===== config.mk =====
export PLATFORM = sky130hd
export DESIGN_NAME = jk_bank_driver
export DESIGN_NICKNAME = d
export VERILOG_FILES = /design/src/rtl/jk_bank_driver.sv
export SDC_FILE = /design/constraint.sdc
export NUM_CORES = 1
export LEC_CHECK = 0
export BUFFER_PORTS_ARGS = -buffer_cell sky130_fd_sc_hd__buf_2
export CORE_MARGIN = 2
export CORE_UTILIZATION = 45
export CTS_BUF_LIST = sky130_fd_sc_hd__clkbuf_16
export DETAILED_ROUTE_END_ITERATION = 10
export PLACE_DENSITY = 0.74
export SLEW_MARGIN = 20
export SYNTH_ARGS = -nofsm -noshare
export SYNTH_HDL_FRONTEND = slang
export SYNTH_SLANG_ARGS = --single-unit

===== constraint.sdc =====
create_clock -name clk -period 2.25 [get_ports clk]
set_clock_uncertainty 0.1 [all_clocks]
set_input_delay 0.45 -clock clk [delete_from_list [all_inputs] [get_ports clk]]
set_output_delay 0.45 -clock clk [all_outputs]
set_load 0.02 [all_outputs]

===== src/rtl/jk_bank_driver.sv =====
// jk_bank_driver
// Writer side of an external JK flip-flop bank. Accepts a target word over
// a valid/ready handshake, pulses per-bit J/K excitation for one cycle,
// reads Q back, re-drives on mismatch up to MAX_RETRY times and reports
// completion with an error flag.
module jk_bank_driver #(
  parameter int WIDTH     = 8,
  parameter int MAX_RETRY = 2
) (
  input  logic             clk,
  input  logic             rst,
  input  logic             tgt_valid,
  output logic             tgt_ready,
  input  logic [WIDTH-1:0] tgt_data,
  input  logic             tgt_mode,
  input  logic [WIDTH-1:0] q,
  output logic [WIDTH-1:0] j,
  output logic [WIDTH-1:0] k,
  output logic             done,
  output logic             err,
  output logic [3:0]       retries
);

  localparam logic [3:0] MAX_RETRY_C = 4'(MAX_RETRY);

  typedef enum logic [1:0] {
    IDLE  = 2'd0,
    DRIVE = 2'd1,
    CHECK = 2'd2
  } state_t;

  state_t           state_r;
  logic [WIDTH-1:0] target_r;
  logic             mode_r;
  logic [3:0]       attempts_r;
  logic [WIDTH-1:0] j_r;
  logic [WIDTH-1:0] k_r;
  logic             done_r;
  logic             err_r;
  logic [3:0]       retries_r;
  logic             ready_r;

  logic [2*WIDTH-1:0] accept_exc_s;
  logic [2*WIDTH-1:0] retry_exc_s;
  logic               accept_s;
  logic               match_s;

  // J/K excitation packed as {j, k}. Only bits that must change are driven;
  // set/reset mode drives the target value directly, toggle mode drives J=K=1.
  function automatic logic [2*WIDTH-1:0] excite(
    input logic [WIDTH-1:0] cur,
    input logic [WIDTH-1:0] tgt,
    input logic             md
  );
    logic [WIDTH-1:0] chg;
    chg = cur ^ tgt;
    if (md) begin
      excite = {chg, chg};
    end else begin
      excite = {chg & tgt, chg & ~tgt};
    end
  endfunction

  // Excitation candidates for the accept edge and for a re-drive from CHECK.
  always_comb begin
    accept_exc_s = excite(q, tgt_data, tgt_mode);
    retry_exc_s  = excite(q, target_r, mode_r);
    accept_s     = (state_r == IDLE) && tgt_valid;
    match_s      = (q == target_r);
  end

  // Control FSM with all outputs registered; done/err default low so they
  // pulse for exactly one cycle.
  always_ff @(posedge clk or posedge rst) begin
    if (rst) begin
      state_r    <= IDLE;
      target_r   <= '0;
      mode_r     <= 1'b0;
      attempts_r <= 4'd0;
      j_r        <= '0;
      k_r        <= '0;
      done_r     <= 1'b0;
      err_r      <= 1'b0;
      retries_r  <= 4'd0;
      ready_r    <= 1'b1;
    end else begin
      done_r <= 1'b0;
      err_r  <= 1'b0;
      case (state_r)
        IDLE: begin
          if (accept_s) begin
            target_r   <= tgt_data;
            mode_r     <= tgt_mode;
            attempts_r <= 4'd0;
            {j_r, k_r} <= accept_exc_s;
            ready_r    <= 1'b0;
            state_r    <= DRIVE;
          end else begin
            j_r     <= '0;
            k_r     <= '0;
            ready_r <= 1'b1;
          end
        end
        DRIVE: begin
          // Bank samples j/k at this edge; stop driving immediately after.
          j_r     <= '0;
          k_r     <= '0;
          state_r <= CHECK;
        end
        CHECK: begin
          if (match_s) begin
            done_r    <= 1'b1;
            err_r     <= 1'b0;
            retries_r <= attempts_r;
            ready_r   <= 1'b1;
            state_r   <= IDLE;
          end else if (attempts_r < MAX_RETRY_C) begin
            attempts_r <= attempts_r + 4'd1;
            {j_r, k_r} <= retry_exc_s;
            state_r    <= DRIVE;
          end else begin
            done_r    <= 1'b1;
            err_r     <= 1'b1;
            retries_r <= attempts_r;
            ready_r   <= 1'b1;
            state_r   <= IDLE;
          end
        end
        default: begin
          j_r     <= '0;
          k_r     <= '0;
          ready_r <= 1'b1;
          state_r <= IDLE;
        end
      endcase
    end
  end

  assign tgt_ready = ready_r;
  assign j         = j_r;
  assign k         = k_r;
  assign done      = done_r;
  assign err       = err_r;
  assign retries   = retries_r;

endmodule


* Word level (Yosys, flattened, before mapping) *
Cells that the tools add are included.
Widths: inputs -> output; s select.

word-level totals
  bits in read-only memories = 0
  RAM bits = 0
  latch bits = 0
  logic and storage cells = 66
  input port bits = 20
  register bits = 38
  memories kept = 0
  output and inout bits = 23

cells by class
  divide/modulo/power cells = 0
  order comparisons = 1
  $add $sub $neg = 1
  shifts and indexed selects = 0
  $mul = 0
  eq/ne operators = 8
  mux-type cells = 29
  bitwise operators = 9
  reductions and logical operators = 8

operators with widths
  operator             count
  $mux 8               6
  $and 8x8->8          4
  $mux 16              2
  $pmux 8 s2           2
  $mux 4               5
  $not 8->8            2
  $xor 8x8->8          2
  $mux 1               10
  $eq 8x8->1           1
  $ne 2x2->1 const B   4
  $pmux 4 s2           1
  $reduce_and 2->1     4
  $pmux 2 s3           1
  $add 4x1->4 const B  1
  $lt 4x2->1 const B   1
  $reduce_and 4->1     1
  $ne 3x3->1 const B   1
  $pmux 1 s3           1
  $eq 2x1->1 const B   1
  $eq 2x2->1 const B   1
  $logic_not 2->1      1
  $mux 2               1
  $reduce_bool 2->1    1
  $logic_and 1x1->1    1
  $not 1->1            1

* Longest topological paths before layout *
  depth in word-level cells = 6
  depth in mapped cells = 7

* Worst setup path before layout *
OpenSTA, ideal clock, no wires.

  path type = input port to flip-flop
  start point = in q[4]
  end point = reg j_r[7] (netlist: j[7])
  stages on the path = 7
  data required time = 2.025 ns
  data arrival time = 1.633 ns
  setup time = 0.125 ns
  slack = 0.392 ns
  path through = inv_1 -> ha_1 -> nand4_1 -> nor2_1 -> o21ai_4 -> buf_6 -> mux2_2

on the way
  word-level cells in the longest chain between the ends = 3

ends and longest elaborated chain
  what                        RTL line  RTL
  from (decl)                 16        input logic [WIDTH-1:0] q,
  $eq 8x8->1                  69        match_s = (q == target_r);
  $ne 2x2->1 (no line)        n/a
  $reduce_and 2->1 (no line)  n/a
  to (signal assigned)        95        {j_r, k_r} <= accept_exc_s;
  to (signal assigned)        119       {j_r, k_r} <= retry_exc_s;
  to (decl)                   36        logic [WIDTH-1:0] j_r;

No other way between the ends.
A chain may end at the register's enable or synchronous reset.

* Worst setup path in the final report *
  start point = reg target_r[0]
  end point = reg k_r[0] (netlist: k[0])

on the way
  word-level cells in the longest chain between the ends = 6
  elaborated cells between the ends (all ways) = 10
  those cells by class = eq/ne (2); mux (4); bitwise (3); reduce/logical (1)

ends and longest elaborated chain
  what                                      RTL line  RTL
  from (decl)                               33        logic [WIDTH-1:0] target_r;
  from (signal assigned)                    92        target_r <= tgt_data;
  $xor 8x8->8 or $not 8->8 (tied branches)  56, 60
  $and 8x8->8                               60        excite = {chg & tgt, chg & ~tgt};
  $mux 16                                   57        if (md) begin
  $mux 8                                    117       end else if (attempts_r < MAX_RETRY_C) begin
  $mux 8                                    111       if (match_s) begin
  $pmux 8 s2                                89        case (state_r)
  to (signal assigned)                      95
  to (signal assigned)                      119
  to (decl)                                 37        logic [WIDTH-1:0] k_r;

Parallel ways exist; a longest one is shown, timed or not. The select of a mux whose other input is x is not followed.

==> impl_summary.txt <==
----------------------------------------------------
[Setup path]
  Critical path peak fanout ... 21
  Required time reported for the critical path endpoint ... 2.31 ns
  Data arrival time of the critical path ... 2.17 ns
  Category of the worst setup path capture point ... flop
  Startpoint type of the worst setup path ... flop
  Start-to-end type of the worst setup path ... reg2reg

[Routing]
  Drt first-iter violations ... 55
  Count of TritonRoute iterations in the first routing pass ... 4
  Drc violations ... 0
  Detail-routed via count per cell ... 5.02
  Vias after detailed routing ... 1872
  Number of nets still failing antenna checks after routing ... 0
  Routed length per instance ... 13.1 microns
  Aggregate routed wire length ... 4900 microns

[STA]
  Final setup violation count ... 0
  Slew of the pin with the lowest slew margin ... 0.717 ns
  Min Clock Period, post-route ... 2.11 ns
  Fin worst setup slack ... 0.141 ns
  Max-slew violations ... 0
  Max-slew headroom ... 0.520
  Fin. Hold Viols ... 0
  Accumulated negative setup slack ... 0 ns
  Upper clock frequency limit ... 0.474 GHz
  Period utilisation layout ... 0.937
  Unrepaired setup endpoints after global routing ... no

[Die]
  Core Box Area ... 0.00507 sq mm
  Die area ... 0.00579 sq mm
  Placement Rows ... 26
  Number of top-level pins ... 43
  Die height ... 76.1 microns
  Die boundary width ... 76.1 microns
  Initial core utilization ... 0.461

[Finish]
  Net count reported at finish ... 355
  Antenna Diode Count ... 0
  Share of post-route cells with drive strength above 1 ... 0.307
  Filler Cells Inserted ... 491
  Area delta synth->final ... 22.1%
  Final core utilization ... 0.563

[Placed design]
  Worst slack at placement ... -0.144 ns
  Gpl congestion ... 0.795
  Placed wire-length estimate ... 3690 microns
  Quantity of I/O buffers inserted on ports ... 42

[GRT]
  Number of global-route vias before repair ... 1899
  Most Used Layer, Global Route ... met2
  Tot GR Track Use ... 0.183
  Global-route wire length before repair ... 8650 microns
  Number of antenna violations at the first check in global routing ... 0
  Maximum number of pins on one net before global-route repair ... 39
  Grt total ovfl ... 0
  Met2 Track Usage GR ... 0.311
  GR Util met3 ... 0.0427
  Met1 Use GR ... 0.237

[Synth]
  Commonest cells in the netlist ... 37 x dfrtp_1, 33 x ha_1, 32 x nand2_1
  Cell type with the largest total area after synthesis ... dfrtp_1
  Leading cell type by number of instances after synthesis ... dfrtp_1
  XOR/XNOR share of the synthesized area ... 0
  Post-Synthesis Net Count ... 298
  Cell area after synthesis ... 0.00234 sq mm
  Synth Warn # ... 0
  Number of enable flip-flop cells after synthesis ... 0
  Fraction of post-synthesis cell area in the top cell type by area ... 0.396
  Portion of netlist area occupied by mux cells ... 0.0914
  Dominant combinational cell family by area after synthesis ... adder cells
  Sequential-to-total area share from yosys stat ... 0.407
  Post-synth top flop ... dfrtp_1
  Area fraction in compound gates after synthesis ... 0.115
  Syn_area_per_cell ... 9.55 sq um
  Top area cells in the synthesized netlist ... dfrtp_1 40%, ha_1 18%, mux2_2 9.1%
  Post-synthesis share of cell area spent on and, or, nand and nor gates ... 0.140
  Count of distinct cell types in the synthesized netlist ... 28
  Post-Syn Instances ... 245
  Synth Area in Adders ... 0.176
  Ys async rst share ... 1.00
  Synth Register Bits ... 38

[Clock tree]
  # hold bufs at CTS ... 0
  CTS H-tree lvls ... 2
  Maximum clock insertion buffer count ... 2
  Clock latency on the worst-skew pair ... 0.28 ns
  Gates resized, CTS repair ... 0
  Setup Fix Bufs, Post-CTS ... 0
  TritonCTS clock tree ... done
  Root buffer cell ... clkbuf_16
  Clock Sink Count ... 38
  Clock transition time at the flip-flop clock pins of the worst setup and hold paths ... 0.05 ns
  Number of buffers added by the clock tree synthesis step ... 5

[Power]
  Reported leakage power ... 1.57 nW
  Power per standard cell area ... 1130 mW/mm^2
  Total power consumption of the routed design ... 0.00323 W
  Worst ir drop on vdd ... 0.611 mV

[Outcome]
  Status ... finished, final reports clean

[Hold path]
  Path category of the worst min-delay check ... in2async

[Flow run]
  Max_cap viols ... 0

----------------------------------------------------
## final timing paths
path | cells after the start | slack [ns] | endpoint | startpoint
max in group asynchronous | 3 | 1.52 | tgt_ready | rst
worst min register to register | 2 | 0.38 | tgt_ready | tgt_ready
min in group clk | 3 | 0.31 | target_r[7] | tgt_data[7]
worst max-delay path | 5 | 0.14 | k[0] | target_r[0]
worst min-delay path | 3 | 0.17 | retries[0] | rst
worst max register to register | 5 | 0.14 | k[0] | target_r[0]
## worst max-delay path, cell delays in order (launching register included)
cell and delay, ns:
dfrtp_1 0.38, ha_1 0.31, nand4_1 0.12, nor2_1 0.09
o21ai_4 0.57, mux2_2 0.42
## per-layer routing
metal	vias to the layer above	share of wire
li1	930	-
met1	903	0.46
met2	34	0.50
met3	5	0.038
met4	0	0.0098
met5	-	0
## cells in the final DEF (no fill, tap or decap), drive strengths merged
cell,netlist,final
nand4,2,2
clkbuf,6,5
dfrtp,37,37
nand2b,1,1
o22ai,16,16
a22o,3,3
nor2b,7,7
dfstp,1,1
o21ai,11,11
buf,5,61
and2b,2,2
a21oi,12,12
nand3,1,1
nand2,32,32
nor3,3,3
clkinv,0,2
nor2,22,22
o211ai,1,1
nor3b,1,1
inv,28,29
or3,1,1
o31ai,1,1
ha,33,33
mux2,19,19
## through the flow
step                      cells  cell area (sq um)  hold WS (ns)
after floorplan             245               2340         0.384
after global placement      365               2720         0.367
after detailed placement    365               2720         0.368
after CTS                   373               2860         0.189
after global routing        373               2860         0.236
final                       373               2860         0.174
## flip-flops by register name, summed over array words and instances, names as in the netlist
name / cells
mode_r: 1
tgt_ready: 1
done: 1
err: 1
retries: 4
k: 8
target_r: 8
attempts_r: 4
j: 8
state_r: 2
## cell type report
class | count | area, sq um | area share
clock buffer | 5 | 125 | 0.0438
clock inverter | 3 | 12.5 | 0.00438
sequential | 38 | 952 | 0.333
timing repair buffer | 61 | 353 | 0.123
inverter | 28 | 105 | 0.0368
multi-input combinational | 168 | 1220 | 0.428
tap | 70 | 87.6 | 0.0306
## logic make-up (layout without fill, tap and decap cells)
group	after synthesis	after routing
AO/OA/AOI/OAI	44	44
adder cells (fa/ha/maj)	33	33
buffers and inverters	39	97
flip-flops	38	38
multiplexers	19	19
AND/OR/NAND/NOR	72	72
## power by group
part	switching, W	internal, W
Combinational	0.000844	0.000598
Clock	0.000258	0.000400
Sequential	0.000174	0.000955
Total	0.00128	0.00195
Power figures use the tool's default switching activity.
